### src/rtl/usb_ep_status_mp.sv
// usb_ep_status_mp: multi-port endpoint status RAM. The priority port is always served;
//   N_AUX aux ports share the remaining cycles in round-robin order.
// Latency: a request accepted in cycle 0 has its result register and valid strobe in cycle 3
//   (request -> stage 1 register -> RAM -> output register). One access per cycle in total.
// Backpressure: the priority port is never stalled. An aux port holds its request until its
//   s_ready_0 bit is 1. Any priority request drops every aux ready bit for that cycle.
// Ports:
//   clk, rst                 clock, synchronous active-high reset
//   p_*_0                    priority request: addr, read, zero, write, din
//   p_dout_3, p_valid_3      priority result register and its one-cycle update strobe
//   s_*_0                    aux requests, port i at slice i (AW or DW bits wide)
//   s_ready_0                combinational one-hot grant
//   s_dout_3, s_valid_3      per-aux-port result registers and update strobes
// Optional: define USB_EP_STATUS_BITMASK_EN to add p_mask_0 / s_mask_0 per-bit write masks.
// A mask bit of 1 writes that bit.
module usb_ep_status_mp #(
  parameter int AW    = 8,
  parameter int DW    = 16,
  parameter int N_AUX = 2
) (
  input  logic                clk,
  input  logic                rst,
  input  logic [AW-1:0]       p_addr_0,
  input  logic                p_read_0,
  input  logic                p_zero_0,
  input  logic                p_write_0,
  input  logic [DW-1:0]       p_din_0,
`ifdef USB_EP_STATUS_BITMASK_EN
  input  logic [DW-1:0]       p_mask_0,
  input  logic [N_AUX*DW-1:0] s_mask_0,
`endif
  output logic [DW-1:0]       p_dout_3,
  output logic                p_valid_3,
  input  logic [N_AUX*AW-1:0] s_addr_0,
  input  logic [N_AUX-1:0]    s_read_0,
  input  logic [N_AUX-1:0]    s_zero_0,
  input  logic [N_AUX-1:0]    s_write_0,
  input  logic [N_AUX*DW-1:0] s_din_0,
  output logic [N_AUX-1:0]    s_ready_0,
  output logic [N_AUX*DW-1:0] s_dout_3,
  output logic [N_AUX-1:0]    s_valid_3
);

  localparam int IW = (N_AUX > 1) ? $clog2(N_AUX) : 1;

  logic             p_req;
  logic [N_AUX-1:0] s_req;
  logic [IW-1:0]    rr_q, rr_d, win;
  logic             found, grant_vld;

  assign p_req = p_read_0 | p_zero_0 | p_write_0;
  assign s_req = s_read_0 | s_zero_0 | s_write_0;

  // First requesting aux port at or after rr_q, scanning circularly.
  always_comb begin
    int idx;
    idx   = 0;
    win   = '0;
    found = 1'b0;
    for (int k = 0; k < N_AUX; k++) begin
      idx = int'(rr_q) + k;
      if (idx >= N_AUX) idx = idx - N_AUX;
      if (!found && s_req[idx]) begin
        found = 1'b1;
        win   = IW'(idx);
      end
    end
  end

  assign grant_vld = found & ~p_req & ~rst;

  always_comb begin
    s_ready_0 = '0;
    if (grant_vld) s_ready_0[win] = 1'b1;
  end

  always_comb begin
    rr_d = rr_q;
    if (grant_vld) rr_d = (win == IW'(N_AUX - 1)) ? '0 : win + 1'b1;
  end

  // Stage 0: select the winning request.
  logic [AW-1:0] addr_d;
  logic [DW-1:0] din_d;
  logic          we_d, rd_d, zero_d, isp_d;
  logic [IW-1:0] src_d;
`ifdef USB_EP_STATUS_BITMASK_EN
  logic [DW-1:0] mask_d, mask1_q;
`endif

  always_comb begin
    addr_d = p_addr_0;
    din_d  = p_din_0;
    we_d   = p_write_0;
    rd_d   = p_read_0 | p_zero_0;
    zero_d = p_zero_0;
    isp_d  = 1'b1;
    src_d  = '0;
`ifdef USB_EP_STATUS_BITMASK_EN
    mask_d = p_mask_0;
`endif
    if (!p_req) begin
      addr_d = s_addr_0[win*AW +: AW];
      din_d  = s_din_0[win*DW +: DW];
      we_d   = grant_vld & s_write_0[win];
      rd_d   = grant_vld & (s_read_0[win] | s_zero_0[win]);
      zero_d = s_zero_0[win];
      isp_d  = 1'b0;
      src_d  = win;
`ifdef USB_EP_STATUS_BITMASK_EN
      mask_d = s_mask_0[win*DW +: DW];
`endif
    end
  end

  logic [AW-1:0] addr1_q;
  logic [DW-1:0] din1_q, ram_q, rdata;
  logic          we1_q, rd1_q, zero1_q, isp1_q;
  logic          rd2_q, zero2_q, isp2_q;
  logic [IW-1:0] src1_q, src2_q;
  logic [DW-1:0]       p_dout_q;
  logic                p_valid_q;
  logic [N_AUX*DW-1:0] s_dout_q;
  logic [N_AUX-1:0]    s_valid_q;

  // Data path registers need no reset; the control bits below qualify them.
  always_ff @(posedge clk) begin
    addr1_q <= addr_d;
    din1_q  <= din_d;
    isp1_q  <= isp_d;
    src1_q  <= src_d;
    isp2_q  <= isp1_q;
    src2_q  <= src1_q;
`ifdef USB_EP_STATUS_BITMASK_EN
    mask1_q <= mask_d;
`endif
  end

  assign rdata = zero2_q ? '0 : ram_q;

  always_ff @(posedge clk) begin
    if (rst) begin
      rr_q      <= '0;
      we1_q     <= 1'b0;
      rd1_q     <= 1'b0;
      zero1_q   <= 1'b0;
      rd2_q     <= 1'b0;
      zero2_q   <= 1'b0;
      p_valid_q <= 1'b0;
      s_valid_q <= '0;
      p_dout_q  <= '0;
      s_dout_q  <= '0;
    end else begin
      rr_q      <= rr_d;
      we1_q     <= we_d;
      rd1_q     <= rd_d;
      zero1_q   <= zero_d;
      rd2_q     <= rd1_q;
      zero2_q   <= zero1_q;
      p_valid_q <= rd2_q & isp2_q;
      s_valid_q <= '0;
      if (rd2_q && isp2_q) p_dout_q <= rdata;
      if (rd2_q && !isp2_q) begin
        s_valid_q[src2_q]            <= 1'b1;
        s_dout_q[src2_q*DW +: DW]    <= rdata;
      end
    end
  end

  // Read-first RAM: a same-cycle write is seen by the following access, not this one.
  // The write is suppressed under reset so an in-flight write is cancelled.
  logic [DW-1:0] mem [0:(1<<AW)-1];

  always_ff @(posedge clk) begin
    if (we1_q && !rst) begin
`ifdef USB_EP_STATUS_BITMASK_EN
      for (int b = 0; b < DW; b++)
        if (mask1_q[b]) mem[addr1_q][b] <= din1_q[b];
`else
      mem[addr1_q] <= din1_q;
`endif
    end
    ram_q <= mem[addr1_q];
  end

  // Outputs read as zero for the whole reset period, including its first cycle.
  assign p_dout_3  = rst ? '0 : p_dout_q;
  assign p_valid_3 = p_valid_q & ~rst;
  assign s_dout_3  = rst ? '0 : s_dout_q;
  assign s_valid_3 = rst ? '0 : s_valid_q;

endmodule
### config.mk
export PLATFORM = sky130hd
export DESIGN_NAME = usb_ep_status_mp
export DESIGN_NICKNAME = d
export VERILOG_FILES = /design/src/rtl/usb_ep_status_mp.sv
export SDC_FILE = /design/constraint.sdc
export NUM_CORES = 2
export LEC_CHECK = 0
export BUFFER_PORTS_ARGS = -buffer_cell sky130_fd_sc_hd__buf_2
export CAP_MARGIN = 20
export CORE_MARGIN = 8
export CORE_UTILIZATION = 29
export DETAILED_ROUTE_END_ITERATION = 8
export GPL_ROUTABILITY_DRIVEN = 0
export SYNTH_ARGS = -nofsm -noshare
export SYNTH_HDL_FRONTEND = slang
export SYNTH_SLANG_ARGS = --single-unit
### constraint.sdc
create_clock -name clk -period 4.55 [get_ports clk]
set_input_delay 0.6825 -clock clk [delete_from_list [all_inputs] [get_ports clk]]
set_output_delay 0.6825 -clock clk [all_outputs]
set_load 0.02 [all_outputs]
### Yosys cells after proc, flatten, opt, wreduce, memory -nomap -nowiden

Memories as Yosys holds them, arrays and structs flattened. A register that Yosys moved wholly into a read port is not among the register bits.
Cells that the tools add are included.

* flip-flop bits (word level): 85
* memories kept: 1
* output and inout port bits: 53
* logic and storage cells: 95
* RAM bits: 4096
* input port bits: 83

* order comparisons: 8
* reductions and logical operators: 10
* shift operators: 4
* add/subtract/negate cells: 5
* bitwise logic cells: 14
* multiplexer cells: 37

Memory list
* mem: depth 256, bits a word 16, read ports 1, clocked after Yosys merged registers in 1, wr ports 1, line 172 `logic [DW-1:0] mem [0:(1<<AW)-1];`

Operators by type and width (number)
* 2-to-1 mux 32 bit: 3
* less-than comparator 32 x 3 -> 1 bit, second input constant: 2
* 2-to-1 mux 16 bit: 3
* negator 5 -> 34 bit: 1
* variable shift 16 x 34 -> 32 bit, first input constant: 1
* indexed part select 16 x 34 -> 32 bit: 1
* bitwise mux 32 bit: 1
* indexed part select 32 x 6 -> 16 bit: 1
* 2-to-1 mux 1 bit: 25
* indexed part select 16 x 5 -> 8 bit: 1
* 2-to-1 mux 8 bit: 1
* AND 1 bit: 6
* logical AND 1 bit: 6
* less-than comparator 1 x 2 -> 1 bit, second input constant: 2
* 2-to-1 mux 2 bit: 2
* OR 2 bit: 2
* logical NOT 1 bit: 3
* NOT 1 bit: 3
* OR 1 bit: 3
* subtractor 1 x 2 -> 3 bit, second input constant: 1
* subtractor 2 x 2 -> 3 bit, second input constant: 1
* adder 1 x 1 -> 2 bit, second input constant: 1
* demux 1 bit (select 1 bit): 2
* >= comparator 1 bit, second input constant: 2
* 4 further kinds: 4

### Logic depth before layout (Yosys ltp)

* word-level depth: 14
* depth in mapped cells: 8
* mapped depth without buffers: 5

### Worst setup path after synthesis

OpenSTA, ideal clock, no wires.

* path type: reg2reg
* start: reg din1_q[0]
* end: mem mem[0][0], data pin
* period minus slack after synthesis: 4.234 ns
* setup slack: 0.316 ns
* library setup time: 0.852 ns
* cell stages (with the launch flop): 1
* buffers on the path: 0
* required time: 3.698 ns
* arrival time: 3.382 ns
* path through: dfxtp_1

RTL lines
* from (decl): line 117 `logic [DW-1:0] din1_q, ram_q, rdata;`
* from (signal assigned): line 129 `din1_q <= din_d;`
* to (decl): line 172

Straight into the memory's write port.

==> run_results.csv <==
group,metric,value,unit
outcome,status,"finished clean",
logic_synthesis,syn-num-nets,7186,
hold_path,min_path_type,"in -> reg",
logic_synthesis,synth_ff_type,"edfxtp_1",
routing,drtAntennaViolNets,0,
logic_synthesis,yosys.cell_count.top_type,"edfxtp_1",
logic_synthesis,synthTopCellsByCount,"edfxtp_1 (4096), mux4_2 (1024), a22oi_1 (512), a21oi_1 (291), clkbuf_1 (283)",
logic_synthesis,syn_area_per_cell,22.3,um^2
logic_synthesis,seq_area_frac_synth,78.9,%
logic_synthesis,synth-seq-cells,4197,
global_routing,grt_start_max_net_pins,172,
routing,drc,0,
worst_setup_path,worstPathRequired,5340,ps
sta,setup_viol,0,
layout,fin_cells,15500,
pwr,p_per_area,445,nW/um^2
cts,clk_latency,970,ps
sta,clock.fmax,240,MHz
global_routing,grt_pass1_wl,602000,um
place,place_hpwl,252000,um
sta,finalMaxSlewViolations,0,
worst_setup_path,start_kind,"flip-flop",
place,placedCellCount,14600,
worst_setup_path,critical_path_arrival,4960,ps
die,dieArea,570000,um^2
routing,drt_pre_antenna_iters,6,
sta,fin_crit,4170,ps
global_routing,grt_pass1_vias,79100,
worst_setup_path,crit_path_max_fanout,64,
layout,drive_gt1_share,29.9,%
die,num_rows,271,
cts,cts_setup_buffers,0,
worst_setup_path,cp-startpoint,"addr1_q[0]",
worst_setup_path,path_cells,"buf_12 -> mux4_2 -> a22oi_1 -> a21oi_1 -> o41ai_1 -> buf_4 -> nand4_1",
die,die_h,755,um
logic_synthesis,synth.top_cell.area_share,77.6,%
worst_setup_path,critical_path_class,"reg -> reg",
layout,layout.nets,7955,
place,pre_cts_ws,447,ps
routing,wirelength,424000,um
sta,hold_viol_final,0,
sta,worst_slack,379,ps
logic_synthesis,ys_async_sr_fraction,0,%
pwr,ir_worst_vdd,0.000358,V
logic_synthesis,synth_area_leaders,"edfxtp_1 (78%), mux4_2 (15%), a22oi_1 (2.4%), dfxtp_1 (1.3%), a21oi_1 (0.92%)",
routing,wl_per_cell,27.4,um
die,start_util,29.1,%
worst_setup_path,crit_path_max_incr_delay,1090,ps
global_routing,antenna_found_initial,28,
worst_setup_path,rrSetupSlack,380,ps
worst_setup_path,cpMaxStageDelayCell,"o41ai_1",
die,fp.dieW,755,um
cts,cts_buffers,423,
cts,cts.root.buffer_cell,"clkbuf_16",
worst_setup_path,critPathCapture,"ram_q[10]",
logic_synthesis,syn-cell-area,158000,um^2
routing,vias_per_cell,5.11,
sta,finalCritPeriodShare,91.7,%
logic_synthesis,synth_cells,7103,
die,core_area,545000,um^2
cts,clk_path_buf_depth,4,
worst_setup_path,r2r_start,"addr1_q[0]",
cts,cts-resized-gates,0,
cts,cts_tree,"built",
logic_synthesis,yosys.area.top_type,"edfxtp_1",
cts,h-tree-depth,5,
routing,vias,79000,
logic_synthesis,ys_types,36,
worst_setup_path,cp-end-kind,"flip-flop",
pwr,leakage,58.1,nW
layout,area_delta_synth_final,17.7,%
job,cap_violations,0,
sta,slew_headroom,6.87,%
worst_setup_path,reg2reg_to,"ram_q[10]",
global_routing,grt_overflow,0,
logic_synthesis,yosysWarnings,0,
cts,clkSinkCount,4197,
sta,clock_skew,66.2,ps
routing,drtIter0Drc,10400,
sta,worst_pin_slew,1400,ps
global_routing,grt_usage,14.3,%
die,pin_count,136,
worst_setup_path,ff2ff_path_depth,7,
place,portBuffers,135,
cts,clkTransAtPathRegs,60,ps
logic_synthesis,synth_enable_flop_cells,4096,
sta,rsz0062_at_grt,"no",
-- worst min-delay path by stage --
stage                       from          to  cells past startpoint
floorplan                 isp1_q      isp2_q                      0
global placement          isp1_q      isp2_q                      0
detailed placement        src1_q      src2_q                      0
CTS                  s_din_0[27]  din1_q[11]                      3
global route        s_addr_0[10]  addr1_q[2]                      3
finish               s_din_0[27]  din1_q[11]                      3
-- critical path: cells and delay by family, from the launching register on --
| kind | cells | cell delay (ps) |
|---|---|---|
| flip-flops | 1 | 710 |
| AND/OR/NAND/NOR | 1 | 80 |
| AO/OA/AOI/OAI | 3 | 1770 |
| multiplexers | 1 | 570 |
| buffers and inverters | 2 | 740 |
-- registers in the layout (all words and copies together), names as in the netlist, 2 cells and up --
signal and count:
mem 4096, s_dout_q 32, din1_q 16, p_dout_q 16, ram_q 16, addr1_q 8
s_valid_q 2
-- metal layers --
metal	vias to the layer above	wire [um]	track usage (%)	share of wire [%]
met5	-	136	0	0.032
met4	16	13100	4.18	3.1
met3	666	41800	2.89	9.9
met2	4100	198000	22.5	47
met1	42400	171000	20.0	40
li1	31800	-	-	-
-- layout by cell type (no fill, tap or decap), types with 103 or more instances in the layout --
master	instances
edfxtp_1	4096
mux4_2	1024
buf_4	534
a22oi_1	512
clkbuf_16	428
a21oi_1	291
nor2_1	253
buf_2	136
clkinv_1	106
nand2_1	103
-- power breakdown --
part	total (W)	internal, W	switching [W]
registers	0.0432	0.0428	0.000388
clock network	0.0346	0.0200	0.0147
logic	0.00510	0.00187	0.00323
-- repair_timing --
item	CTS	global route
hold buffers	34	0
endpoints found under the setup margin	0	0
endpoints found under the hold margin	25	0
-- cells by family (layout without fill, tap and decap cells) --
group | count (synthesis) | in the layout | synth area share, %
AO/OA/AOI/OAI | 915 | 915 | 3.90
buffers and inverters | 441 | 1561 | 1.14
flip-flops | 4197 | 4197 | 78.9
multiplexers | 1049 | 1049 | 14.7
other | 0 | 7 | 0
AND/OR/NAND/NOR | 501 | 501 | 1.37
-- cell type report --
| class | instances | area, um^2 |
|---|---|---|
| multi-input cells | 2465 | 31900 |
| repair buffers | 784 | 6620 |
| diodes | 7 | 17.5 |
| inverters | 1 | 3.75 |
| well taps | 7234 | 9050 |
| clock buffers | 488 | 10900 |
| flip-flops and latches | 4197 | 125000 |
| fillers | 50200 | 358000 |
| clock inverters | 288 | 2850 |
-- per-stage QoR --
stage          TNS (ps)  hold slack, ps  area (um^2)  power, W  util [%]
2_1_floorplan         0             310       158000    0.0469         -
3_3_place_gp      -45.9             317       172000    0.0490      31.6
3_5_place_dp          0             314       172000    0.0491      31.6
4_1_cts               0            3.77       186000    0.0835      34.2
5_1_grt               0            60.2       186000    0.0852      34.2
6_report              0            84.6       186000    0.0829      34.2
Power figures use the tool's default switching activity.
